`config.mk`:
```
export PLATFORM = sky130hd
export DESIGN_NAME = cpu_clk_ctrl
export DESIGN_NICKNAME = d
export VERILOG_FILES = /design/src/rtl/cpu_clk_pkg.sv /design/src/rtl/key_debounce.sv /design/src/rtl/cpu_clk_ctrl.sv
export SDC_FILE = /design/constraint.sdc
export NUM_CORES = 1
export LEC_CHECK = 0
export CAP_MARGIN = 10
export CELL_PAD_IN_SITES_DETAIL_PLACEMENT = 0
export CELL_PAD_IN_SITES_GLOBAL_PLACEMENT = 2
export CORE_MARGIN = 1.5
export CORE_UTILIZATION = 37
export DETAILED_ROUTE_END_ITERATION = 10
export PLACE_DENSITY_LB_ADDON = 0.2
export SYNTH_ARGS = -nofsm -noshare
export SYNTH_HDL_FRONTEND = slang
export SYNTH_HIERARCHICAL = 1
export SYNTH_SLANG_ARGS = --single-unit
```
`constraint.sdc`:
```
create_clock -name inclk0 -period 2.6 [get_ports inclk0]
set_clock_uncertainty 0.1 [all_clocks]
set_input_delay 0.26 -clock inclk0 [delete_from_list [all_inputs] [get_ports inclk0]]
set_output_delay 0.26 -clock inclk0 [all_outputs]
set_load 0.01 [all_outputs]
```
`src/rtl/cpu_clk_pkg.sv`:
```
// Shared encodings for the CPU clock-enable controller: FSM states and
// the meaning of the two mode switches.
package cpu_clk_pkg;

  typedef enum logic [1:0] {
    HALT = 2'd0,
    RUN  = 2'd1,
    STEP = 2'd2,
    TRAP = 2'd3
  } state_t;

  typedef enum logic [1:0] {
    MODE_HALT = 2'd0,
    MODE_RUN  = 2'd1,
    MODE_STEP = 2'd2,
    MODE_FAST = 2'd3
  } mode_t;

  function automatic logic is_run_mode(input mode_t m);
    return (m == MODE_RUN) || (m == MODE_FAST);
  endfunction

endpackage

```
`src/rtl/key_debounce.sv`:
```
// Synchronizes and debounces an active-low pushbutton; emits a one-cycle
// press pulse when the accepted level falls from high to low.
module key_debounce #(
  parameter logic [19:0] DEBOUNCE_CYCLES = 20'd500000
) (
  input  logic inclk0,
  input  logic rst_n,
  input  logic key_raw,
  output logic key_level,
  output logic press
);

  logic        key_s1_r;
  logic        key_s2_r;
  logic        level_r;
  logic        press_r;
  logic [19:0] cnt_r;

  // Two-stage synchronizer; an idle key reads high.
  always_ff @(posedge inclk0 or negedge rst_n) begin
    if (!rst_n) begin
      key_s1_r <= 1'b1;
      key_s2_r <= 1'b1;
    end else begin
      key_s1_r <= key_raw;
      key_s2_r <= key_s1_r;
    end
  end

  // Accept a new level after DEBOUNCE_CYCLES+1 consecutive differing samples;
  // any sample matching the current level restarts the count.
  always_ff @(posedge inclk0 or negedge rst_n) begin
    if (!rst_n) begin
      level_r <= 1'b1;
      press_r <= 1'b0;
      cnt_r   <= 20'd0;
    end else if (key_s2_r == level_r) begin
      press_r <= 1'b0;
      cnt_r   <= 20'd0;
    end else if (cnt_r == DEBOUNCE_CYCLES) begin
      level_r <= key_s2_r;
      press_r <= ~key_s2_r;
      cnt_r   <= 20'd0;
    end else begin
      press_r <= 1'b0;
      cnt_r   <= cnt_r + 20'd1;
    end
  end

  assign key_level = level_r;
  assign press     = press_r;

endmodule

```
`src/rtl/cpu_clk_ctrl.sv`:
```
// Run/halt/single-step controller producing a one-cycle CPU clock enable
// from the board clock, with programmable run rate and halt-to-trap.
module cpu_clk_ctrl
  import cpu_clk_pkg::*;
#(
  parameter int unsigned          BIT_WIDTH       = 32,
  parameter logic [BIT_WIDTH-1:0] DEFAULT_TMIN    = 32'd2500000,
  parameter logic [19:0]          DEBOUNCE_CYCLES = 20'd500000
) (
  input  logic                 inclk0,
  input  logic                 rst_n,
  input  logic [1:0]           mode_sel,
  input  logic                 step_key,
  input  logic                 tmin_wr,
  input  logic [BIT_WIDTH-1:0] tmin_data,
  input  logic                 halt_req,
  output logic                 cpu_en,
  output logic                 c0,
  output logic [1:0]           state,
  output logic [BIT_WIDTH-1:0] cycle_cnt
);

  logic [1:0]           mode_s1_r;
  logic [1:0]           mode_s2_r;
  mode_t                mode_s;
  state_t               state_r;
  logic [BIT_WIDTH-1:0] cnt_r;
  logic [BIT_WIDTH-1:0] tmin_r;
  logic                 cpu_en_r;
  logic                 c0_r;
  logic [BIT_WIDTH-1:0] cycle_cnt_r;
  logic                 fire_s;
  logic                 press_s;
  logic                 key_level_s;

  key_debounce #(
    .DEBOUNCE_CYCLES(DEBOUNCE_CYCLES)
  ) u_step_key (
    .inclk0   (inclk0),
    .rst_n    (rst_n),
    .key_raw  (step_key),
    .key_level(key_level_s),
    .press    (press_s)
  );

  // Mode switch synchronizer.
  always_ff @(posedge inclk0 or negedge rst_n) begin
    if (!rst_n) begin
      mode_s1_r <= 2'b00;
      mode_s2_r <= 2'b00;
    end else begin
      mode_s1_r <= mode_sel;
      mode_s2_r <= mode_s1_r;
    end
  end

  assign mode_s = mode_t'(mode_s2_r);

  // Period register; a write never disturbs the count already in flight.
  always_ff @(posedge inclk0 or negedge rst_n) begin
    if (!rst_n) begin
      tmin_r <= DEFAULT_TMIN;
    end else if (tmin_wr) begin
      tmin_r <= tmin_data;
    end else begin
      tmin_r <= tmin_r;
    end
  end

  // Decide whether the next cycle carries a CPU enable; halt_req vetoes it.
  always_comb begin
    fire_s = 1'b0;
    if (halt_req) begin
      fire_s = 1'b0;
    end else if (state_r == RUN) begin
      case (mode_s)
        MODE_RUN:  fire_s = (cnt_r == {BIT_WIDTH{1'b0}});
        MODE_FAST: fire_s = 1'b1;
        default:   fire_s = 1'b0;
      endcase
    end else if ((state_r == STEP) && (mode_s == MODE_STEP)) begin
      fire_s = press_s & ~key_level_s;
    end else begin
      fire_s = 1'b0;
    end
  end

  // Controller FSM and divider counter.
  always_ff @(posedge inclk0 or negedge rst_n) begin
    if (!rst_n) begin
      state_r <= HALT;
      cnt_r   <= DEFAULT_TMIN;
    end else begin
      case (state_r)
        HALT: begin
          if (is_run_mode(mode_s)) begin
            state_r <= RUN;
            cnt_r   <= tmin_r;
          end else if (mode_s == MODE_STEP) begin
            state_r <= STEP;
          end else begin
            state_r <= HALT;
          end
        end
        RUN: begin
          if (halt_req) begin
            state_r <= TRAP;
          end else begin
            case (mode_s)
              MODE_RUN:  cnt_r   <= (cnt_r == {BIT_WIDTH{1'b0}}) ? tmin_r : cnt_r - BIT_WIDTH'(1'b1);
              MODE_FAST: cnt_r   <= tmin_r;
              MODE_STEP: state_r <= STEP;
              default:   state_r <= HALT;
            endcase
          end
        end
        STEP: begin
          if (halt_req) begin
            state_r <= TRAP;
          end else if (mode_s == MODE_HALT) begin
            state_r <= HALT;
          end else if (is_run_mode(mode_s)) begin
            state_r <= RUN;
            cnt_r   <= tmin_r;
          end else begin
            state_r <= STEP;
          end
        end
        TRAP: begin
          state_r <= (mode_s == MODE_HALT) ? HALT : TRAP;
        end
        default: begin
          state_r <= HALT;
        end
      endcase
    end
  end

  // Registered enable, LED toggle and issued-pulse counter.
  always_ff @(posedge inclk0 or negedge rst_n) begin
    if (!rst_n) begin
      cpu_en_r    <= 1'b0;
      c0_r        <= 1'b0;
      cycle_cnt_r <= {BIT_WIDTH{1'b0}};
    end else begin
      cpu_en_r <= fire_s;
      if (fire_s) begin
        c0_r        <= ~c0_r;
        cycle_cnt_r <= cycle_cnt_r + BIT_WIDTH'(1'b1);
      end else begin
        c0_r        <= c0_r;
        cycle_cnt_r <= cycle_cnt_r;
      end
    end
  end

  assign cpu_en    = cpu_en_r;
  assign c0        = c0_r;
  assign state     = state_r;
  assign cycle_cnt = cycle_cnt_r;

endmodule

```
* Yosys cells after proc, flatten, opt, wreduce, memory -nomap -nowiden
Index checks and enable logic that the tools add are counted.
** Cells by class
- Add/sub/neg operators :: 3
- Multipliers :: 0
- Div/mod/pow operators :: 0
- Order comparisons :: 0
- Eq/ne operators :: 13
- Shifts and indexed selects :: 0
- Mux-type cells :: 24
- Bitwise logic cells :: 5
- Reductions and logical operators :: 9
** Operator list (number)
- 2-to-1 mux 32 bit :: 5
- one-hot mux 32 bit (3 select lines) :: 1
- one-hot mux 32 bit (2 select lines) :: 1
- 2-to-1 mux 20 bit :: 2
- adder 32 x 1 -> 32 bit, second input constant :: 1
- logical NOT 32 bit :: 1
- subtractor 32 x 1 -> 32 bit, second input constant :: 1
- adder 20 x 1 -> 20 bit, second input constant :: 1
- equality test 20 x 19 -> 1 bit, second input constant :: 1
- 2-to-1 mux 2 bit :: 7
- equality test 2 bit, second input constant :: 4
- one-hot mux 2 bit (4 select lines) :: 1
- != test 2 bit, second input constant :: 3
- 2-to-1 mux 1 bit :: 5
- AND reduction 5 bit :: 1
- equality test 2 x 1 -> 1 bit, second input constant :: 2
- logical NOT 2 bit :: 2
- NOT 1 bit :: 4
- one-hot mux 2 bit (2 select lines) :: 1
- != test 3 x 1 -> 1 bit, second input constant :: 1
- != test 3 bit, second input constant :: 1
- nonzero test 3 bit :: 1
- one-hot mux 1 bit (2 select lines) :: 1
- AND reduction 2 bit :: 1
- other kinds (5) :: 5
** Storage, ports and cells
- Bits in registers :: 128
- Bits in latches :: 0
- Memory bits (writable) :: 0
- Memory bits (read-only) :: 0
- Output and inout bits :: 36
- Memories kept :: 0

* Logic depth before layout (Yosys ltp)
- Depth in word-level cells :: 6
- Depth in mapped cells :: 9
- Depth with buffers taken out :: 7

* Hierarchy
Netlist, hierarchy kept.
** Modules (own cells, without submodules)
- cpu_clk_ctrl :: instances 1, cells each 481, area each 5221.3 sq um, sequential area each 2622.5 sq um
- key_debounce :: instances 1, cells each 114, area each 1182.4 sq um, sequential area each 604.3 sq um

* Least setup slack after synthesis
No wires, ideal clock.
- Kind :: reg2reg
- From :: reg cnt_r[3] (netlist name)
- To :: reg cnt_r[25] (netlist name)
- Setup time :: 0.126 ns
- Data arrival time :: 1.994 ns
- Path slack :: 0.380 ns
- Cell stages (with the launch flop) :: 8
- Buffers on the path :: 1
- Clock period less this slack :: 2.220 ns
- Cell sequence :: dfrtp_1 nor4_4 nand2_4 or3_1 buf_6 o311ai_4 a21boi_1 a221o_1

==> results.py <==
metrics = {
    "global_route": {
        "vias_in_the_first_global_route": 5168,
        "grt_overflow": 0,
        "antenna_found_initial": 0,
        "wire_length_of_the_first_global_routing_pass_microns": 27170,
        "gr-usage-all-layers_pct": 19.20,
        "grt_max_degree": 67,
    },
    "finish": {
        "finish.cell_count_without_fillers": 927,
        "postLayoutCoreUtil_pct": 48.64,
        "drive_gt1_share_pct": 19.52,
        "finish.net_count": 738,
        "final_cell_mix": "sky130_fd_sc_hd__dfrtp_1, sky130_fd_sc_hd__clkdlybuf4s50_1, sky130_fd_sc_hd__nor2_1",
        "final_common_cell": "sky130_fd_sc_hd__dfrtp_1",
        "area_growth_pct": 27.32,
        "n_antenna_cell": 0,
    },
    "clock_tree": {
        "ctsRootBufferMaster": "sky130_fd_sc_hd__clkbuf_16",
        "clock_latency_ns": 0.42,
        "cts-root-to-sink-buffers": 2,
        "numClockSinks": 128,
        "tritoncts": "yes",
        "cts.reportedPaths.clkPinSlew_ns": 0.05,
        "cts.htree.levels": 4,
        "tritoncts.num_buffers": 17,
    },
    "route": {
        "routed_wirelength_microns": 16210,
        "drt_drc_violations_left": 0,
        "dr.pass1.iters": 4,
        "via_count": 5029,
        "avgViaCountPerCell": 5.425,
        "routedWlPerCell_microns": 17.48,
        "detail-route-antenna-nets": 0,
        "detail_route.iter0.violations": 235,
    },
    "synthesis": {
        "mapped_cells": 595,
        "postSynthNetCount": 639,
        "yosys_register_bits": 128,
        "yosys.cell_types.count": 74,
        "synthesis.area_per_instance_sq_um": 10.76,
        "syn_area_sq_mm": 0.006404,
        "synth_flop_cell": "sky130_fd_sc_hd__dfrtp_1",
        "synth.yosys.warnings": 6,
        "synthArstFlopShare_pct": 100.0,
        "yosysSeqAreaShare_pct": 50.39,
        "synth-edff-count": 0,
    },
    "sta": {
        "report.final.slew_viol_count": 0,
        "period_share_pct": 92.98,
        "timing.final.crit_period_ns": 2.417,
        "tightestPinTransition_ns": 0.5562,
        "max_clock_freq_mhz": 413.7,
        "rsz0062_at_grt": "no",
        "final-hold-violation-count": 0,
        "fin_tns_setup_ns": 0,
        "final_count_of_negative_setup_slack_endpoints": 0,
        "maxSlewHeadroom_pct": 62.78,
    },
    "place": {
        "gp_routability_congestion": 0.8169,
        "portBuffers": 74,
        "detailedPlacementHpwl_microns": 11290,
        "placedCellCount": 892,
    },
    "worst_setup_path": {
        "cp-start-kind": "flip-flop",
        "worstPathArrival_ns": 2.61,
        "worstPathMaxFanout": 8,
        "regToRegEndpoint": "cnt_r[25]",
        "critPathKind": "flip-flop to flip-flop",
        "cp_endpoint_kind": "flip-flop",
        "regToRegStartpoint": "cnt_r[9]",
        "register_to_register_path_depth": 6,
        "worst_ep_required_time_ns": 2.79,
        "r2r_setup_slack_ns": 0.18,
    },
    "worst_hold_path": {
        "whs_path_cells": 1,
        "worst_hold_startpoint": "step_key",
        "worst_hold_path_type": "input pin to flip-flop",
        "hold_path_end": "u_step_key/key_s1_r",
    },
    "die": {
        "fp.dieArea_sq_mm": 0.01811,
        "starting_density_pct": 38.21,
        "io_pins": 75,
        "die_width_microns": 134.6,
        "design.core.area_sq_mm": 0.01676,
        "die_height_microns": 134.6,
        "fp-row-count": 47,
    },
    "power": {
        "p_per_area_mw_per_mm2": 765.6,
        "ir_drop_mv": 0.4681,
        "fin_total_pwr_uw": 6242,
        "power_leakage_uw": 0.003327,
    },
    "flow_run": {
        "max_cap_viol_count": 0,
    },
    "outcome": {
        "run_status": "complete, no violations",
    },
}
## cells by family (layout without fill, tap and decap cells)
logic type                 Yosys count  in the layout  share of synthesized area, %
AOI/OAI and AO/OA                  108            108                         12.08
xor gates and xnor gates            45             45                         6.155
adders and majority gates            6              6                         1.133
buffers and inverters               41            153                         3.087
DFF                                128            128                         50.39
muxes                               40             40                         6.917
and+or+nand+nor                    227            227                         20.24
## repair_timing
item                                   in CTS  in global routing
resized for setup                           0                  4
hold buffers                                1                  0
endpoints found under the hold margin      31                  0
setup endpoints to repair                   0                 14
buffers inserted                            0                  2
## metrics by stage
step	hold WS (ns)	setup WS (ns)	cell area [sq um]
after floorplan	-0.1356	0.3802	6404
after global placement	0.1456	0.1359	7531
after detailed placement	0.1522	0.1430	7531
after CTS	0.1462	0.1195	8117
after global routing	0.1360	0.04489	8153
final	0.1608	0.1825	8153
## report_power, final
part           switching, uW  internal [uW]  leakage [uW]
logic                    585            594       0.00147
registers                390           2360       0.00158
clock network            858           1450      0.000276
## metal layers
layer  track usage [%]  vias up  share of wire, %
li1                  -     2401                 -
met1             25.84     2521                47
met2             30.40       91                48
met3             4.805       16               3.6
met4             6.272        0               1.5
met5                 0        -                 0
## how the worst max path moves through the flow
stage                     startpoint            end  slack (ns)  cells after the start
after floorplan             cnt_r[3]      cnt_r[25]        0.38                      7
final                       cnt_r[9]      cnt_r[25]        0.18                      6
after detailed placement    cnt_r[9]  cycle_cnt[10]        0.14                      8
after global routing       cnt_r[27]      cnt_r[22]        0.04                      8
after global placement      cnt_r[9]  cycle_cnt[22]        0.14                      8
after CTS                   cnt_r[9]  cycle_cnt[10]        0.12                      8
## Yosys cell counts, types with 8 or more instances
library cell                  n  area [sq um]
sky130_fd_sc_hd__nand2_1     38         142.6
sky130_fd_sc_hd__inv_1       15         56.30
sky130_fd_sc_hd__clkbuf_1    11         41.29
sky130_fd_sc_hd__dfstp_2     19         499.2
sky130_fd_sc_hd__a21oi_1     25         125.1
sky130_fd_sc_hd__and3_1      15         93.84
sky130_fd_sc_hd__dfrtp_1    109          2728
sky130_fd_sc_hd__nor2_1      45         168.9
sky130_fd_sc_hd__xnor2_1     23         201.4
sky130_fd_sc_hd__o21ai_0     21         105.1
sky130_fd_sc_hd__nor3_1      15         75.07
sky130_fd_sc_hd__mux2_2      34         382.9
sky130_fd_sc_hd__and4_1       8         70.07
sky130_fd_sc_hd__nand4_1     20         125.1
sky130_fd_sc_hd__nand3_1     34         170.2
sky130_fd_sc_hd__xor2_1      22         192.7
sky130_fd_sc_hd__a2bb2oi_1   10         87.58
## layout make-up
type | instances | area, sq um
fill | 1581 | 8607
sequential | 128 | 3227
multi-input combinational | 426 | 3000
timing repair buffer | 106 | 1018
clock buffer | 22 | 464.2
tap | 220 | 275.3
clock inverter | 10 | 111.4
inverter | 15 | 56.30
## sequential cells by signal, indices dropped and copies added (netlist names), 2 cells and up
register and count:
tmin_r 32, state 2, u_step_key/cnt_r 20, cnt_r 32, mode_s 2, cycle_cnt 32, mode_s1_r 2
## critical path: stages (launching register included)
cell	delay (ns)
sky130_fd_sc_hd__dfrtp_1	0.45
sky130_fd_sc_hd__nor4_2	0.30
sky130_fd_sc_hd__nand2_1	0.19
sky130_fd_sc_hd__or3_1	0.58
sky130_fd_sc_hd__o311ai_4	0.31
sky130_fd_sc_hd__a21boi_1	0.11
sky130_fd_sc_hd__a221o_1	0.26
Note: power is estimated with default switching activity, not from simulation.
